--- src/rtl/riscv_mem_pkg.sv ---
// Shared memory-port types: widths, arbiter state encoding and the latched request payload.
package riscv_mem_pkg;

  localparam int unsigned ADDR_W = 48;
  localparam int unsigned DATA_W = 64;
  localparam int unsigned BE_W   = DATA_W / 8;

  typedef enum logic [1:0] {
    IDLE,
    BUSY_IF,
    BUSY_DM
  } arb_state_t;

  typedef struct packed {
    logic              we;
    logic [ADDR_W-1:0] addr;
    logic [DATA_W-1:0] wdata;
    logic [BE_W-1:0]   be;
  } mem_req_t;

endpackage

--- src/rtl/mem_port_arbiter_if.sv ---
// Bundle of fetch, data-stage and external memory port signals around mem_port_arbiter.
interface mem_port_arbiter_if;
  import riscv_mem_pkg::*;

  logic              if_req;
  logic [ADDR_W-1:0] if_addr;
  logic              if_gnt;
  logic              if_rvalid;
  logic [DATA_W-1:0] if_rdata;

  logic              dm_req;
  logic              dm_we;
  logic [ADDR_W-1:0] dm_addr;
  logic [DATA_W-1:0] dm_wdata;
  logic [BE_W-1:0]   dm_be;
  logic              dm_gnt;
  logic              dm_rvalid;
  logic [DATA_W-1:0] dm_rdata;

  logic              mem_req;
  logic              mem_we;
  logic [ADDR_W-1:0] mem_addr;
  logic [DATA_W-1:0] mem_wdata;
  logic [BE_W-1:0]   mem_be;
  logic              mem_ack;
  logic [DATA_W-1:0] mem_rdata;
  logic              mem_err;

  // Arbiter side
  modport master (
    input  if_req, if_addr, dm_req, dm_we, dm_addr, dm_wdata, dm_be, mem_ack, mem_rdata,
    output if_gnt, if_rvalid, if_rdata, dm_gnt, dm_rvalid, dm_rdata,
    output mem_req, mem_we, mem_addr, mem_wdata, mem_be, mem_err
  );

  // Requesters and memory side
  modport slave (
    output if_req, if_addr, dm_req, dm_we, dm_addr, dm_wdata, dm_be, mem_ack, mem_rdata,
    input  if_gnt, if_rvalid, if_rdata, dm_gnt, dm_rvalid, dm_rdata,
    input  mem_req, mem_we, mem_addr, mem_wdata, mem_be, mem_err
  );

endinterface

--- src/rtl/mem_port_arbiter.sv ---
// Shares the external memory port between fetch and the data stage, one access in flight.
// Define MEM_ARB_TIMEOUT_EN to add a watchdog that aborts an access after TIMEOUT cycles.
module mem_port_arbiter
  import riscv_mem_pkg::*;
#(
  parameter int unsigned STARVE_LIMIT = 4,
  parameter int unsigned TIMEOUT      = 255
) (
  input  logic               clk,
  input  logic               n_reset,
  mem_port_arbiter_if.master bus
);

  localparam int unsigned SC_W = $clog2(STARVE_LIMIT + 1);

  arb_state_t        state, state_nxt;
  mem_req_t          payload;
  logic [SC_W-1:0]   starve_cnt;
  logic              if_gnt_c, dm_gnt_c;
  logic              busy, ack_c, timeout_c, done_c, err_q;
  logic              if_rvalid_q, dm_rvalid_q;
  logic [DATA_W-1:0] if_rdata_q, dm_rdata_q;

  assign busy   = (state != IDLE);
  assign ack_c  = busy & bus.mem_ack;
  assign done_c = ack_c | timeout_c;

  always_comb begin
    if_gnt_c  = 1'b0;
    dm_gnt_c  = 1'b0;
    state_nxt = state;
    case (state)
      IDLE: begin
        if (bus.if_req && (!bus.dm_req || starve_cnt == SC_W'(STARVE_LIMIT))) begin
          if_gnt_c  = 1'b1;
          state_nxt = BUSY_IF;
        end else if (bus.dm_req) begin
          dm_gnt_c  = 1'b1;
          state_nxt = BUSY_DM;
        end
      end
      BUSY_IF, BUSY_DM: if (done_c) state_nxt = IDLE;
      default: state_nxt = IDLE;
    endcase
  end

  always_ff @(posedge clk or posedge n_reset) begin
    if (n_reset) begin
      state       <= IDLE;
      payload     <= '0;
      starve_cnt  <= '0;
      if_rvalid_q <= 1'b0;
      dm_rvalid_q <= 1'b0;
      if_rdata_q  <= '0;
      dm_rdata_q  <= '0;
    end else begin
      state       <= state_nxt;
      if_rvalid_q <= done_c && (state == BUSY_IF);
      dm_rvalid_q <= done_c && (state == BUSY_DM);
      if (if_gnt_c)
        payload <= '{we: 1'b0, addr: bus.if_addr, wdata: '0, be: '1};
      else if (dm_gnt_c)
        payload <= '{we: bus.dm_we, addr: bus.dm_addr, wdata: bus.dm_wdata, be: bus.dm_be};
      // An aborted access returns zero data; stores always return zero.
      if (done_c && state == BUSY_IF)
        if_rdata_q <= ack_c ? bus.mem_rdata : '0;
      if (done_c && state == BUSY_DM)
        dm_rdata_q <= (ack_c && !payload.we) ? bus.mem_rdata : '0;
      if (state == IDLE) begin
        if (if_gnt_c || !bus.if_req)
          starve_cnt <= '0;
        else if (dm_gnt_c && starve_cnt != SC_W'(STARVE_LIMIT))
          starve_cnt <= starve_cnt + 1'b1;
      end
    end
  end

`ifdef MEM_ARB_TIMEOUT_EN
  localparam int unsigned WD_W = $clog2(TIMEOUT + 1);
  logic [WD_W-1:0] wd_cnt;

  assign timeout_c = busy & ~bus.mem_ack & (wd_cnt == WD_W'(TIMEOUT - 1));

  // Grants only happen from IDLE, so clearing while idle covers every grant.
  always_ff @(posedge clk or posedge n_reset) begin
    if (n_reset) begin
      wd_cnt <= '0;
      err_q  <= 1'b0;
    end else begin
      err_q <= timeout_c;
      if (!busy)
        wd_cnt <= '0;
      else if (!bus.mem_ack)
        wd_cnt <= wd_cnt + 1'b1;
    end
  end
`else
  logic [31:0] timeout_unused;
  assign timeout_unused = 32'(TIMEOUT);
  assign timeout_c      = 1'b0;
  assign err_q          = 1'b0;
`endif

  // Grants are combinational, so they are masked while reset is asserted.
  assign bus.if_gnt    = if_gnt_c & ~n_reset;
  assign bus.dm_gnt    = dm_gnt_c & ~n_reset;
  assign bus.if_rvalid = if_rvalid_q;
  assign bus.dm_rvalid = dm_rvalid_q;
  assign bus.if_rdata  = if_rdata_q;
  assign bus.dm_rdata  = dm_rdata_q;
  assign bus.mem_req   = busy;
  assign bus.mem_we    = busy & payload.we;
  assign bus.mem_addr  = busy ? payload.addr  : '0;
  assign bus.mem_wdata = busy ? payload.wdata : '0;
  assign bus.mem_be    = busy ? payload.be    : '0;
  assign bus.mem_err   = err_q;

endmodule

--- src/flat_wrapper.sv ---
// flat-port wrapper written by rule: the top's interface ports become plain ports
module mem_port_arbiter_flat import riscv_mem_pkg::*;
#(
  parameter int unsigned STARVE_LIMIT = 4,
  parameter int unsigned TIMEOUT      = 255
)
  (clk, n_reset, bus_if_req, bus_if_addr, bus_dm_req, bus_dm_we, bus_dm_addr, bus_dm_wdata, bus_dm_be, bus_mem_ack, bus_mem_rdata, bus_if_gnt, bus_if_rvalid, bus_if_rdata, bus_dm_gnt, bus_dm_rvalid, bus_dm_rdata, bus_mem_req, bus_mem_we, bus_mem_addr, bus_mem_wdata, bus_mem_be, bus_mem_err);
  mem_port_arbiter_if bus_i ();
  input  logic clk;
  input  logic n_reset;
  input wire logic [$bits(bus_i.if_req)-1:0] bus_if_req;
  input wire logic [$bits(bus_i.if_addr)-1:0] bus_if_addr;
  input wire logic [$bits(bus_i.dm_req)-1:0] bus_dm_req;
  input wire logic [$bits(bus_i.dm_we)-1:0] bus_dm_we;
  input wire logic [$bits(bus_i.dm_addr)-1:0] bus_dm_addr;
  input wire logic [$bits(bus_i.dm_wdata)-1:0] bus_dm_wdata;
  input wire logic [$bits(bus_i.dm_be)-1:0] bus_dm_be;
  input wire logic [$bits(bus_i.mem_ack)-1:0] bus_mem_ack;
  input wire logic [$bits(bus_i.mem_rdata)-1:0] bus_mem_rdata;
  output wire logic [$bits(bus_i.if_gnt)-1:0] bus_if_gnt;
  output wire logic [$bits(bus_i.if_rvalid)-1:0] bus_if_rvalid;
  output wire logic [$bits(bus_i.if_rdata)-1:0] bus_if_rdata;
  output wire logic [$bits(bus_i.dm_gnt)-1:0] bus_dm_gnt;
  output wire logic [$bits(bus_i.dm_rvalid)-1:0] bus_dm_rvalid;
  output wire logic [$bits(bus_i.dm_rdata)-1:0] bus_dm_rdata;
  output wire logic [$bits(bus_i.mem_req)-1:0] bus_mem_req;
  output wire logic [$bits(bus_i.mem_we)-1:0] bus_mem_we;
  output wire logic [$bits(bus_i.mem_addr)-1:0] bus_mem_addr;
  output wire logic [$bits(bus_i.mem_wdata)-1:0] bus_mem_wdata;
  output wire logic [$bits(bus_i.mem_be)-1:0] bus_mem_be;
  output wire logic [$bits(bus_i.mem_err)-1:0] bus_mem_err;
  assign bus_i.if_req = bus_if_req;
  assign bus_i.if_addr = bus_if_addr;
  assign bus_i.dm_req = bus_dm_req;
  assign bus_i.dm_we = bus_dm_we;
  assign bus_i.dm_addr = bus_dm_addr;
  assign bus_i.dm_wdata = bus_dm_wdata;
  assign bus_i.dm_be = bus_dm_be;
  assign bus_i.mem_ack = bus_mem_ack;
  assign bus_i.mem_rdata = bus_mem_rdata;
  assign bus_if_gnt = bus_i.if_gnt;
  assign bus_if_rvalid = bus_i.if_rvalid;
  assign bus_if_rdata = bus_i.if_rdata;
  assign bus_dm_gnt = bus_i.dm_gnt;
  assign bus_dm_rvalid = bus_i.dm_rvalid;
  assign bus_dm_rdata = bus_i.dm_rdata;
  assign bus_mem_req = bus_i.mem_req;
  assign bus_mem_we = bus_i.mem_we;
  assign bus_mem_addr = bus_i.mem_addr;
  assign bus_mem_wdata = bus_i.mem_wdata;
  assign bus_mem_be = bus_i.mem_be;
  assign bus_mem_err = bus_i.mem_err;
  mem_port_arbiter #(.STARVE_LIMIT(STARVE_LIMIT), .TIMEOUT(TIMEOUT)) u_core (.clk(clk), .n_reset(n_reset), .bus(bus_i));
endmodule
--- config.mk ---
export PLATFORM = sky130hd
export DESIGN_NAME = mem_port_arbiter_flat
export DESIGN_NICKNAME = d
export VERILOG_FILES = /design/src/rtl/riscv_mem_pkg.sv /design/src/rtl/mem_port_arbiter_if.sv /design/src/rtl/mem_port_arbiter.sv /design/src/flat_wrapper.sv
export SDC_FILE = /design/constraint.sdc
export NUM_CORES = 1
export LEC_CHECK = 0
export ABC_AREA = 0
export CAP_MARGIN = 40
export CORE_MARGIN = 5
export CORE_UTILIZATION = 30
export CTS_CLUSTER_SIZE = 8
export DETAILED_ROUTE_END_ITERATION = 10
export GPL_ROUTABILITY_DRIVEN = 0
export PLACE_DENSITY = 0.62
export SLEW_MARGIN = 40
export SYNTH_ARGS = -nofsm -noshare
export SYNTH_HDL_FRONTEND = slang
export SYNTH_SLANG_ARGS = --single-unit
--- constraint.sdc ---
create_clock -name clk -period 7.9 [get_ports clk]
set_input_delay 1.58 -clock clk [delete_from_list [all_inputs] [get_ports clk]]
set_output_delay 1.58 -clock clk [all_outputs]
set_load 0.05 [all_outputs]
-- After elaboration in Yosys (flattened, before gate mapping)
Cells that the tools add are included.
- add/sub/neg operators: 1
- equality and inequality tests: 6
- mux-type cells: 18
- bitwise operators: 5
- reductions and logical operators: 17
- operator list (cell ; count):
    2-to-1 mux 121 bit ; 2
    2-to-1 mux 64 bit ; 3
    2-to-1 mux 48 bit ; 1
    2-to-1 mux 8 bit ; 1
    2-to-1 mux 2 bit ; 3
    2-to-1 mux 3 bit ; 2
    nonzero test 2 bit ; 3
    logical AND 1 bit ; 5
    2-to-1 mux 1 bit ; 5
    bitwise AND 1 bit ; 4
    one-hot mux 2 bit (2 select lines) ; 1
    AND reduction 2 bit ; 2
    adder 3 x 1 -> 3 bit, second input constant ; 1
    == test 3 bit, second input constant ; 1
    logical NOT 1 bit ; 3
    != test 3 x 2 -> 1 bit, second input constant ; 1
    != test 3 bit, second input constant ; 1
    == test 2 x 1 -> 1 bit, second input constant ; 1
    == test 2 bit, second input constant ; 1
    logical NOT 2 bit ; 1
    logical OR 1 bit ; 2
    != test 2 x 1 -> 1 bit, second input constant ; 1
    OR reduction 2 bit ; 1
    inverter 1 bit ; 1
- bits in registers: 256
- bits of input ports: 238
- output and inout port bits: 255
- word-level logic and storage cells: 57

-- Logic depth before layout (Yosys ltp)
Gate-level depths: netlist of the first run.
- depth after elaboration: 8
- mapped depth: 8
- depth with buffers taken out: 5

-- Least setup slack after synthesis of the first run
No wires, ideal clock.
- kind: input -> output
- start point: input bus_dm_req
- end point: output bus_dm_gnt
- arrival time: 2.779 ns
- data required time: 6.320 ns
- slack: 3.541 ns
- stages: 6
- path buffers: 3
- cell sequence: and2_1 -> buf_4 -> nand2_2 -> buf_6 -> buf_6 -> nor2_1
- cells in the longest elaborated chain, start to end: 6
- elaborated cells between the ends (all ways): 7
- those cells by class: 3 x mux; 1 x bitwise; 3 x reduce/logical
- RTL lines (item ; RTL line ; source):
    from (decl) ; flat_wrapper.sv:13 ; input wire logic [$bits(bus_i.dm_req)-1:0] bus_dm_req;
    logical NOT 1 bit ; mem_port_arbiter.sv:34 ; if (bus.if_req && (!bus.dm_req || starve_cnt == SC_W'(STARVE_LIMIT))) begin
    logical OR 1 bit ; mem_port_arbiter.sv:34 ;
    logical AND 1 bit ; mem_port_arbiter.sv:34 ;
    2-to-1 mux 1 bit * ; mem_port_arbiter.sv:34 ;
    2-to-1 mux 1 bit * ; mem_port_arbiter.sv:32 ; case (state)
    bitwise AND 1 bit * ; mem_port_arbiter.sv:106 ; assign bus.dm_gnt = dm_gnt_c & ~n_reset;
    to (decl) ; flat_wrapper.sv:23 ; output wire logic [$bits(bus_i.dm_gnt)-1:0] bus_dm_gnt;
Mark *: on every way between the ends. The rest lies on a longest branch, timed or not.

-- Final worst setup path of the first run
Ends and elaborated chain as after synthesis.

==> flow_summary.json, run 1 <==
{
  "tns_ns": 0,
  "routed.top_layer": "met5",
  "synth.cell_area_mm2": 0.0111,
  "setup_viol": 0,
  "clk_pin_slew_ns": 0.05,
  "place_area_mm2": 0.0163,
  "crit_type": "primary input to output port",
  "p_total_uw": 8410,
  "worstHoldEndpoint": "u_core.bus.dm_rdata[31]",
  "fmax_ghz": 0.193,
  "ys_seq_area_frac": 0.579,
  "ant_nets": 0,
  "cts_max_path_buffers": 3,
  "clkPwrFrac": 0.164,
  "drt-total-wl_mm": 37.1,
  "outcome": "finished clean",
  "num_vias": 8883,
  "dp_hpwl_mm": 26.2,
  "p_int_uw": 4480,
  "postCtsHoldBufs": 0,
  "die_area_mm2": 0.0408,
  "cap_violations": 0,
  "hold_viol": 0,
  "avgSynthCellArea_um2": 12.0,
  "endpoint_kind": "output port",
  "drt-pass1-iter-count": 6,
  "hold_path_depth": 2,
  "cellPowerDensity_mw_per_mm2": 486,
  "whs_ns": 0.475,
  "cts_tree": "built",
  "ir_drop_mv": 0.256,
  "synth-seq-cells": 256,
  "stdcell_area_mm2": 0.0173,
  "grt_overflow": 0,
  "crit_top_cell": "clkdlybuf4s50_1",
  "htree_levels": 2,
  "vias_per_cell": 4.77,
  "worstReg2RegEnd": "u_core.bus.dm_rdata[12]",
  "max_stage_delay_ns": 0.83,
  "cp_cell_sequence": "clkdlybuf4s50_1 -> and2_1 -> nand2_2 -> nor2_1 -> clkdlybuf4s50_1",
  "reg2reg_depth": 6,
  "numPortBuffers": 491,
  "row_count": 70,
  "cts_num_sinks": 256,
  "antenna_found_initial": 2,
  "tightest_slew_ns": 0.789,
  "synth_cells": 926,
  "fin_crit_ns": 5.19,
  "min_from": "u_core.bus.dm_rdata[31]",
  "grt_use_total": 0.175,
  "drtIter0Drc": 381,
  "detail_route.wl_per_cell_um": 19.9,
  "ys_warn_count": 0,
  "fin_ws_ns": 2.71,
  "power_frac_seq": 0.263,
  "start_kind": "primary input",
  "rsz0062_at_grt": "no",
  "grt_pass1_vias": 9489,
  "wl_met2_mm": 17.5,
  "post-cts-setup-buffers": 0,
  "reg2reg_from": "u_core.state[0]",
  "regToRegSetupSlack_ns": 4.96,
  "core_mm2": 0.0365,
  "hp-class": "flop to flop",
  "numCtsBuffers": 37,
  "synth.net_count": 1169,
  "p_sw_uw": 3930,
  "diodes": 0,
  "grt_pass1_wl_mm": 57.0,
  "max-slew-margin-rel": 0.474,
  "async_reset_ff_frac": 1.00,
  "cts.repair.resized": 0,
  "post_synth_num_cell_types": 36,
  "fin_nets": 1638,
  "skew_ns": 0.0141,
  "arrival_ns": 3.61,
  "num_io_pins": 493,
  "cts-root-buf": "clkbuf_16",
  "cp_slowest_cell": "clkdlybuf4s50_1",
  "insertion_delay_ns": 0.50,
  "wl_met1_mm": 15.4,
  "swShare": 0.467,
  "met3_wirelength_mm": 3.50,
  "grt_start_max_net_pins": 151,
  "power_frac_comb": 0.573,
  "dpl_worst_slack_ns": 2.72,
  "die_h_um": 202,
  "worstPathMaxFanout": 10,
  "final-max-slew-violation-count": 0,
  "initial_utilization": 0.303,
  "dieWidth_um": 202,
  "fin_crit_sh": 0.658,
  "drc": 0,
  "cp_data_required_time_ns": 6.32,
  "area_growth_syn_to_layout_pct": 56.4,
  "synth_enable_flop_cells": 0,
  "ys.flop_type": "dfrtp_1",
  "drive_gt1_frac": 0.117,
  "leakage_uw": 0.00728
}
[placed cells by master (no fill, tap or decap), drive strengths merged]
master         synthesis  routed
clkdlybuf4s50          0     491
dfrtp                256     256
nor2b                121     121
nand2b               114     114
nand2                 70      70
a22o                  67      67
o21ai                 65      65
mux2                  64      64
o221a                 48      48
clkbuf                40      38
buf                   34      13
and3                   8       8
a211o                  8       8
inv                    8       7
ha                     5       5
nor2                   3       3
nand3                  3       3
o22ai                  2       2
and2                   2       2
nand3b                 1       1
nand4                  1       1
mux2i                  1       1
a21o                   1       1
o2bb2ai                1       1
clkinvlp               0       1
a32o                   1       1
a21oi                  1       1
conb                   1       1
clkinv                 0       1
[worst max-delay path: cells and delay by family]
family | cells | cell delay, ns
AND/OR/NAND/NOR | 3 | 0.53
buffers and inverters | 2 | 1.50
[Yosys cell counts, types with 2 or more instances]
cell type / count / area (um2)
dfrtp_1: 256 / 6410
nor2b_1: 121 / 757
nand2b_1: 114 / 713
nand2_1: 69 / 259
a22o_1: 67 / 587
mux2_2: 64 / 721
o21ai_0: 56 / 280
o221a_2: 40 / 450
clkbuf_1: 39 / 146
buf_2: 12 / 60.1
buf_4: 11 / 82.6
buf_6: 10 / 113
a211o_1: 8 / 70.1
and3_1: 8 / 50.1
inv_1: 8 / 30.0
o21ai_1: 8 / 40.0
o221a_1: 8 / 90.1
ha_1: 5 / 62.6
nor2_1: 3 / 11.3
nand3_1: 2 / 10.0
o22ai_1: 2 / 12.5
[power by group through the flow]
| stage | logic, uW | clock network [uW] | registers [uW] |
|---|---|---|---|
| after CTS | 4860 | 1430 | 2210 |
| after global routing | 5050 | 1480 | 2280 |
| after floorplan | 2230 | 0 | 3180 |
| final | 4820 | 1380 | 2210 |
| after global placement | 4810 | 0 | 2210 |
| after detailed placement | 4860 | 0 | 2210 |
[kinds of logic (layout without fill, tap and decap cells)]
| family | after synthesis | in the layout | synth area share |
|---|---|---|---|
| AO/OA/AOI/OAI | 194 | 194 | 0.142 |
| adder cells (fa/ha/maj) | 5 | 5 | 0.00565 |
| buffers and inverters | 82 | 551 | 0.0398 |
| flip-flops | 256 | 256 | 0.579 |
| multiplexers | 65 | 65 | 0.0660 |
| other | 1 | 1 | 0.000339 |
| AND/OR/NAND/NOR | 323 | 323 | 0.167 |
[sequential cells by signal (all words and copies together), names as in the netlist]
signal                flops
u_core.payload          121
u_core.bus.if_rvalid      1
u_core.state              2
u_core.bus.dm_rdata      64
u_core.bus.dm_rvalid      1
u_core.bus.if_rdata      64
u_core.starve_cnt         3
[routing by layer]
metal  vias to the layer above  global-route usage
li1                       4133                   -
met1                      4331               0.220
met2                       368               0.286
met3                        47              0.0667
met4                         4              0.0400
met5                         -                   0
[stage by stage]
stage | util | std cells
final | 0.474 | 1863
after global routing | 0.474 | 1863
after CTS | 0.473 | 1862
after detailed placement | 0.447 | 1823
after global placement | 0.446 | 1822
after floorplan | - | 926
[worst max-delay path by stage]
| stage | start | endpoint | cells past startpoint |
|---|---|---|---|
| 2_1_floorplan | n_reset | u_core.bus.dm_rdata[0] | 1 |
| 3_3_place_gp | bus_dm_req | bus_dm_gnt | 5 |
| 3_5_place_dp | bus_dm_req | bus_dm_gnt | 5 |
| 4_1_cts | bus_dm_req | bus_dm_gnt | 5 |
| 5_1_grt | bus_dm_req | bus_dm_gnt | 5 |
| 6_report | bus_dm_req | bus_dm_gnt | 5 |
[layout make-up]
| type | instances | area (um2) |
|---|---|---|
| Clock buffer | 38 | 951 |
| Clock inverter | 1 | 16.3 |
| Fill cell | 3328 | 19200 |
| Inverter | 8 | 33.8 |
| Multi-Input combinational cell | 588 | 4250 |
| Sequential cell | 256 | 6410 |
| Tap cell | 468 | 586 |
| Timing Repair Buffer | 504 | 5070 |
Power figures use the tool's default switching activity.
==> run 2: changes to the inputs <==
Settings changed: PLACE_DENSITY 0.62 to 0.6.
Clock period 7.9 ns to 5.2 ns, I/O delays scaled along.
==> run 2 against run 1 <==
  * Critical path depth unchanged
  * Utilization increased by 0.24 points
  * Design area increased by 0.50%
  * Clock-buffer cell count unchanged
  * Register-to-register slack got worse by 2.5 ns
  * Clock power increased by 51%
  * Global-route usage increased by 0.40 points
  * Largest power group unchanged
  * Highest routed layer is now met4
==> flow_summary.json, run 2 (same netlist as run 1, synthesis figures left out) <==
{
  "outcome": "finished clean",
  "rsz0062_at_grt": "no",
  "fill_cells": 3338,
  "leakage_uw": 0.00733,
  "hold_viol": 0,
  "die_h_um": 202,
  "largest_reg_flops": 121,
  "grt_pass1_vias": 9816,
  "cts.repair.resized": 0,
  "cts_tree": "built",
  "dieWidth_um": 202,
  "cellPowerDensity_mw_per_mm2": 735,
  "detail_route.wl_per_cell_um": 20.3,
  "max-slew-margin-rel": 0.466,
  "cts_num_sinks": 256,
  "ir_drop_mv": 0.427,
  "top_register": "u_core.payload",
  "numCtsBuffers": 37,
  "ant_nets": 0,
  "start_kind": "flop",
  "grt_pass1_wl_mm": 58.2,
  "reg2reg_from": "u_core.state[0]",
  "fin_crit_sh": 0.786,
  "hp-class": "flop to flop",
  "drive_gt1_frac": 0.122,
  "die_area_mm2": 0.0408,
  "grt_use_total": 0.179,
  "tns_ns": 0,
  "vias_per_cell": 4.73,
  "insertion_delay_ns": 0.51,
  "row_count": 70,
  "fmax_ghz": 0.245,
  "setup_viol": 0,
  "postCtsHoldBufs": 0,
  "core_mm2": 0.0365,
  "mostFrequentLayoutCells": "490 x clkdlybuf4s50_1, 256 x dfrtp_1, 121 x nor2b_1, 114 x nand2b_1, 69 x nand2_1",
  "crit_start": "u_core.state[0]",
  "endpoint_kind": "output port",
  "drt-total-wl_mm": 37.9,
  "antenna_found_initial": 2,
  "cap_violations": 0,
  "grt_overflow": 0,
  "min_from": "u_core.bus.dm_rdata[63]",
  "cts_max_path_buffers": 3,
  "cp_data_required_time_ns": 4.16,
  "drtIter0Drc": 344,
  "htree_levels": 2,
  "cts-root-buf": "clkbuf_16",
  "worstPathMaxFanout": 67,
  "drc": 0,
  "num_io_pins": 493,
  "skew_ns": 0.00840,
  "tightest_slew_ns": 0.801,
  "crit_type": "flop to output port",
  "final-max-slew-violation-count": 0,
  "layout_commonest_cell": "clkdlybuf4s50_1",
  "post-cts-setup-buffers": 0,
  "fin_nets": 1645,
  "initial_utilization": 0.303,
  "drt-pass1-iter-count": 4,
  "arrival_ns": 3.05,
  "grt_start_max_net_pins": 107,
  "multi_input_area_mm2": 0.00425,
  "stdcell_count": 1871,
  "clk_pin_slew_ns": 0.05,
  "seqCellArea_mm2": 0.00641,
  "fin_crit_ns": 4.09,
  "dp_hpwl_mm": 27.5,
  "dp.cells": 1831,
  "num_vias": 8858,
  "area_growth_syn_to_layout_pct": 57.2,
  "numPortBuffers": 491
}
run 2: path summary, 6_finish.rpt:
| kind | to | slack, ns | depth (start not counted) |
|---|---|---|---|
| setup / recovery | bus_mem_we | 1.11 | 5 |
| hold / removal | u_core.bus.dm_rdata[63] | 0.47 | 2 |
| setup reg to reg | u_core.payload[16] | 2.50 | 5 |
| hold reg to reg | u_core.bus.dm_rdata[63] | 0.47 | 2 |
| max in group asynchronous | u_core.bus.dm_rdata[46] | 3.16 | 4 |
| min in group asynchronous | u_core.payload[9] | 1.02 | 2 |
run 2: where the power goes:
group / total [uW] / internal [uW] / switching, uW
Clock: 2090 / 1280 / 812
Combinational: 7320 / 2650 / 4670
Sequential: 3380 / 2890 / 493
Total: 12800 / 6820 / 5970
run 2: stage by stage:
stage / setup slack [ns] / instance area [um2] / utilization / power (uW) / hold slack [ns]
floorplan: 0.788 / 11100 / - / 8230 / 0.451
global placement: 1.15 / 16300 / 0.447 / 10700 / 0.460
detailed placement: 1.15 / 16400 / 0.450 / 10800 / 0.468
CTS: 1.05 / 17400 / 0.476 / 12900 / 0.481
global route: 0.914 / 17400 / 0.476 / 13400 / 0.492
finish: 1.11 / 17400 / 0.476 / 12800 / 0.474
run 2: per-layer routing:
metal,GRT usage,up-vias,wire length (um),share of wire
met5,0,-,0,0
li1,-,4130,-,-
met2,0.299,365,18000,0.47
met3,0.0669,53,3640,0.096
met4,0.0454,0,807,0.021
met1,0.219,4310,15500,0.41
run 2: cell type report:
class | instances | share of cell area
diodes | 1 | 0.000144
repair buffers | 511 | 0.296
well taps | 468 | 0.0337
multi-input cells | 588 | 0.244
clock buffers | 38 | 0.0546
flip-flops and latches | 256 | 0.368
clock inverters | 1 | 0.000935
inverters | 8 | 0.00194
run 2: worst max-delay path, cell delays in order (launching register included):
cell and delay (ns):
dfrtp_1 0.40, inv_1 0.13, ha_4 0.66, buf_4 0.47, nor2b_1 0.09, clkdlybuf4s50_1 0.72
==> run 3: changes to the inputs <==
Clock period 5.2 ns to 4.2 ns, I/O delays scaled along.
==> run 3 against run 2 <==
  * Power is 25% higher
  * Clock skew rose by 0.0067 ns
  * Sequential power up 23%
  * Clock-buffer cell count is 1 higher
  * Non-clock buffer count up 6
  * Via count grew 0.70%
  * Sequential share of layout area fell by 0.13 points
  * Highest routed layer unchanged
==> flow_summary.json, run 3 (same netlist as run 1, synthesis figures left out) <==
{
  "use_met1": 0.226,
  "stdcell_area_mm2": 0.0175,
  "antenna_found_initial": 0,
  "numPortBuffers": 491,
  "top_register": "u_core.payload",
  "largest_reg_flops": 121,
  "grt_overflow": 0,
  "hp-class": "flop to flop",
  "area_growth_syn_to_layout_pct": 57.8,
  "drc": 0,
  "grt_use_total": 0.178,
  "cap_violations": 0,
  "hold_viol": 0,
  "initial_utilization": 0.303,
  "cp_data_required_time_ns": 3.36,
  "fill_cells": 3373,
  "clk_pin_slew_ns": 0.05,
  "dp_hpwl_mm": 27.4,
  "dp.cells": 1837,
  "core_mm2": 0.0365,
  "grt_pass1_vias": 9457,
  "grt_busiest_layer": "met2",
  "grtUsageMet2": 0.290,
  "layout_commonest_cell": "clkdlybuf4s50_1",
  "htree_levels": 2,
  "place_area_mm2": 0.0165,
  "crit_type": "flop to output port",
  "numCtsBuffers": 37,
  "cts_max_path_buffers": 3,
  "fin_util": 0.478,
  "final-max-slew-violation-count": 0,
  "postCtsHoldBufs": 0,
  "rsz0062_at_grt": "no",
  "leakage_uw": 0.00737,
  "setup_viol": 0,
  "row_count": 70,
  "cts-root-buf": "clkbuf_16",
  "whs_ns": 0.474,
  "tightest_slew_ns": 0.786,
  "regToRegSetupSlack_ns": 1.55,
  "drive_gt1_frac": 0.127,
  "fin_nets": 1651,
  "cts_num_sinks": 256,
  "detail_route.wl_per_cell_um": 20.1,
  "endpoint_kind": "output port",
  "post-cts-setup-buffers": 0,
  "worstReg2RegEnd": "u_core.payload[32]",
  "hold_path_depth": 2,
  "cellPowerDensity_mw_per_mm2": 912,
  "stdcell_count": 1877,
  "die_h_um": 202,
  "die_area_mm2": 0.0408,
  "insertion_delay_ns": 0.51,
  "cts_tree": "built",
  "diodes": 0,
  "fin_crit_sh": 0.838,
  "max-slew-margin-rel": 0.476,
  "ant_nets": 0,
  "num_vias": 8920,
  "worstHoldEndpoint": "u_core.bus.dm_rdata[23]",
  "num_io_pins": 493,
  "skew_ns": 0.0151,
  "outcome": "finished clean",
  "cts.repair.resized": 0,
  "grt_pass1_wl_mm": 57.8,
  "reg2reg_depth": 6,
  "arrival_ns": 2.68,
  "drtIter0Drc": 410,
  "ir_drop_mv": 0.502,
  "vias_per_cell": 4.75,
  "tns_ns": 0,
  "drt-pass1-iter-count": 4,
  "fmax_ghz": 0.284,
  "drt-total-wl_mm": 37.8,
  "mostFrequentLayoutCells": "489 x clkdlybuf4s50_1, 256 x dfrtp_1, 121 x nor2b_1, 114 x nand2b_1, 69 x nand2_1",
  "met3_usage": 0.0632,
  "worstPathMaxFanout": 43,
  "reg2reg_from": "u_core.state[0]",
  "start_kind": "flop",
  "dieWidth_um": 202,
  "grt_start_max_net_pins": 82,
  "min_from": "u_core.bus.dm_rdata[23]",
  "fin_crit_ns": 3.52
}
==> run 3: cell count changes in the layout (fill, tap and decap cells not counted), sizes merged <==
cell and delta:
clkinv -1, clkdlybuf4s50 -1, buf +7, inv +1, diode -1, clkbuf +1
==> run 3: critical path: stages (launching register included) <==
cell             delay [ns]
dfrtp_1                0.40
inv_1                  0.12
ha_4                   0.30
buf_4                  0.46
nor2b_1                0.12
clkdlybuf4s50_1        0.76
==> run 3: report_power, final <==
part / leakage, uW / internal (uW) / switching (uW)
clock network: 0.000485 / 1620 / 1030
logic: 0.00372 / 3300 / 5830
registers: 0.00317 / 3570 / 575
total: 0.00737 / 8490 / 7430
==> run 3: final cells by class <==
class,count,area (um2),area share
Multi-Input combinational cell,588,4250,0.244
Clock buffer,39,976,0.0559
Tap cell,468,586,0.0335
Sequential cell,256,6410,0.367
Inverter,8,33.8,0.00193
Clock inverter,1,8.76,0.000502
Timing Repair Buffer,517,5200,0.298
==> run 3: worst max-delay path by stage <==
stage / start / end / slack [ns]
4_1_cts: u_core.state[0] / bus_mem_wdata[59] / 0.63
5_1_grt: u_core.state[0] / bus_mem_wdata[59] / 0.52
2_1_floorplan: n_reset / u_core.bus.dm_rdata[0] / -0.01
6_report: u_core.state[0] / bus_mem_wdata[59] / 0.68
3_5_place_dp: bus_dm_req / bus_dm_gnt / 1.01
3_3_place_gp: bus_dm_req / bus_dm_gnt / 1.01
==> run 3: per-stage QoR <==
stage | total power, uW | setup slack, ns
after floorplan | 10200 | -0.0116
after global placement | 13300 | 1.01
after detailed placement | 13400 | 1.01
after CTS | 16100 | 0.626
after global routing | 16700 | 0.524
final | 15900 | 0.679
==> run 3: routing by layer <==
metal / wire [um] / share of wire
met5: 0 / 0
met1: 15700 / 0.42
met3: 3390 / 0.090
met2: 17800 / 0.47
met4: 902 / 0.024
==> RTL edit: new RTL, config.mk and constraints of run 3 <==
The option `MEM_ARB_TIMEOUT_EN` is turned on by a define.
--- a/src/rtl/mem_port_arbiter.sv
+++ b/src/rtl/mem_port_arbiter.sv
@@ -1,5 +1,7 @@
 // Shares the external memory port between fetch and the data stage, one access in flight.
 // Define MEM_ARB_TIMEOUT_EN to add a watchdog that aborts an access after TIMEOUT cycles.
+`define MEM_ARB_TIMEOUT_EN
+
 module mem_port_arbiter
   import riscv_mem_pkg::*;
 #(
Check against the original RTL: no difference found for any inputs over 4 cycles, from zero or initial values and one cycle with n_reset high; that may be too few to reach the edited logic, so the function may still have changed.
==> RTL edit against run 3 <==
Final cell count grew 13%; core utilization shrank 1.2 points; critical endpoint is now bus_mem_wdata[55]; sequential share of layout area shrank 0.96 points; worst setup slack lost 0.14 ns; synthesized area grew 9.5%; first-iteration DRC count grew 100%; highest routed layer is now met5; global-route usage grew 1.8 points; design area grew 6.3%; routed wire length grew 21%; critical path depth is the same; die area grew 9.0%; sequential cell count grew 9; power grew 4.3%.
==> RTL edit: results (changes against run 3) <==
route:
  wl_met3_um: 3980  # +17%
  wirelength_met1_um: 17600  # +12%
  top_layer: "met5"
  wl_per_cell_um: 21.5  # +6.8%
  drt_iter0_drc: 824  # +100%
  dr_wl_met2_um: 23100  # +30%
  drtPass1Iterations: 5  # +1
  wl_um: 45800  # +21%
timing:
  worst_hold_slack_ns: 0.490  # +0.0161 ns
  finClkSkew_ns: 0.0151  # -0.0000573 ns
  fin_crit_sh_pct: 87.2  # +3.3 points
  slew_headroom_pct: 42.5  # -5.1 points
synthesis:
  synth_cell_types: 47  # +31%
  synthesis.instances: 1129  # +22%
  synthesis.nets: 1374  # +18%
  netlist_top_cells_area: "dfrtp_1 (55%), a22oi_1 (7.9%), nor2b_1 (6.4%), a22o_1 (4.7%), inv_1 (4.3%)"
pwr:
  pwr-share-clk_pct: 16.4  # -0.2 points
  cellLeakagePower_nw: 8.27  # +12%
  pwr-share-seq_pct: 25.7  # -0.3 points
  vdd_drop_max_mv: 0.495  # -1.4%
worst_hold_path:
  hold_path_end: "u_core.payload[41]"
  min_from: "u_core.payload[41]"
place:
  dp_slack_ns: 1.01  # -0.00521 ns
  post_dp_cell_area_um2: 17600  # +6.6%
  dp_hpwl_um: 33300  # +21%
cells_and_area:
  layout.nets: 1843  # +12%
  post-route-util_pct: 46.6  # -1.2 points
  drive_gt1_share_pct: 6.82  # -5.9 points
global_routing:
  met3_usage_pct: 6.37  # +0.050 points
  track_usage_pct: 19.6  # +1.8 points
  grt_max_degree: 97  # +18%
  grt_use_met1_pct: 23.2  # +0.55 points
critical_path:
  rrSetupSlack_ns: 1.67  # +0.12 ns
  crit_arrival_ns: 2.82  # +0.14 ns
run_status:
  status: "finished clean"
RTL edit: cell types whose count changed in the layout (fill, tap and decap cells not counted), moves of 62 or more:
cell / change
nand2b_1: -67
o21ai_1: +86
a22oi_1: +128
nand2_1: -62
inv_1: +130
mux2_2: -64
RTL edit: area by class of cell:
type                            count  area, um^2
Inverter                          138         522
Clock buffer                       40         980
Multi-Input combinational cell    633        4430
Tap cell                          525         657
Fill cell                        3727       21300
Sequential cell                   265        6630
Antenna cell                        3        7.51
Timing Repair Buffer              521        5320
Clock inverter                      2        17.5
RTL edit: critical path: stages (launching register included):
cell and delay (ns):
dfrtp_1 0.39, inv_1 0.15, ha_4 0.50, buf_12 0.32, nor2b_1 0.15, clkdlybuf4s50_1 0.73
RTL edit: cells by family (layout without fill, tap and decap cells):
logic type	after synthesis	count (layout)	synth area share, %
xor+xnor	3	3	0.217
mux	1	1	0.0826
simple gates	225	225	11.3
buf+inv	231	701	9.05
compound gates	397	397	23.9
flops	265	265	54.7
other cells	0	3	0
fa+ha+maj	7	7	0.723
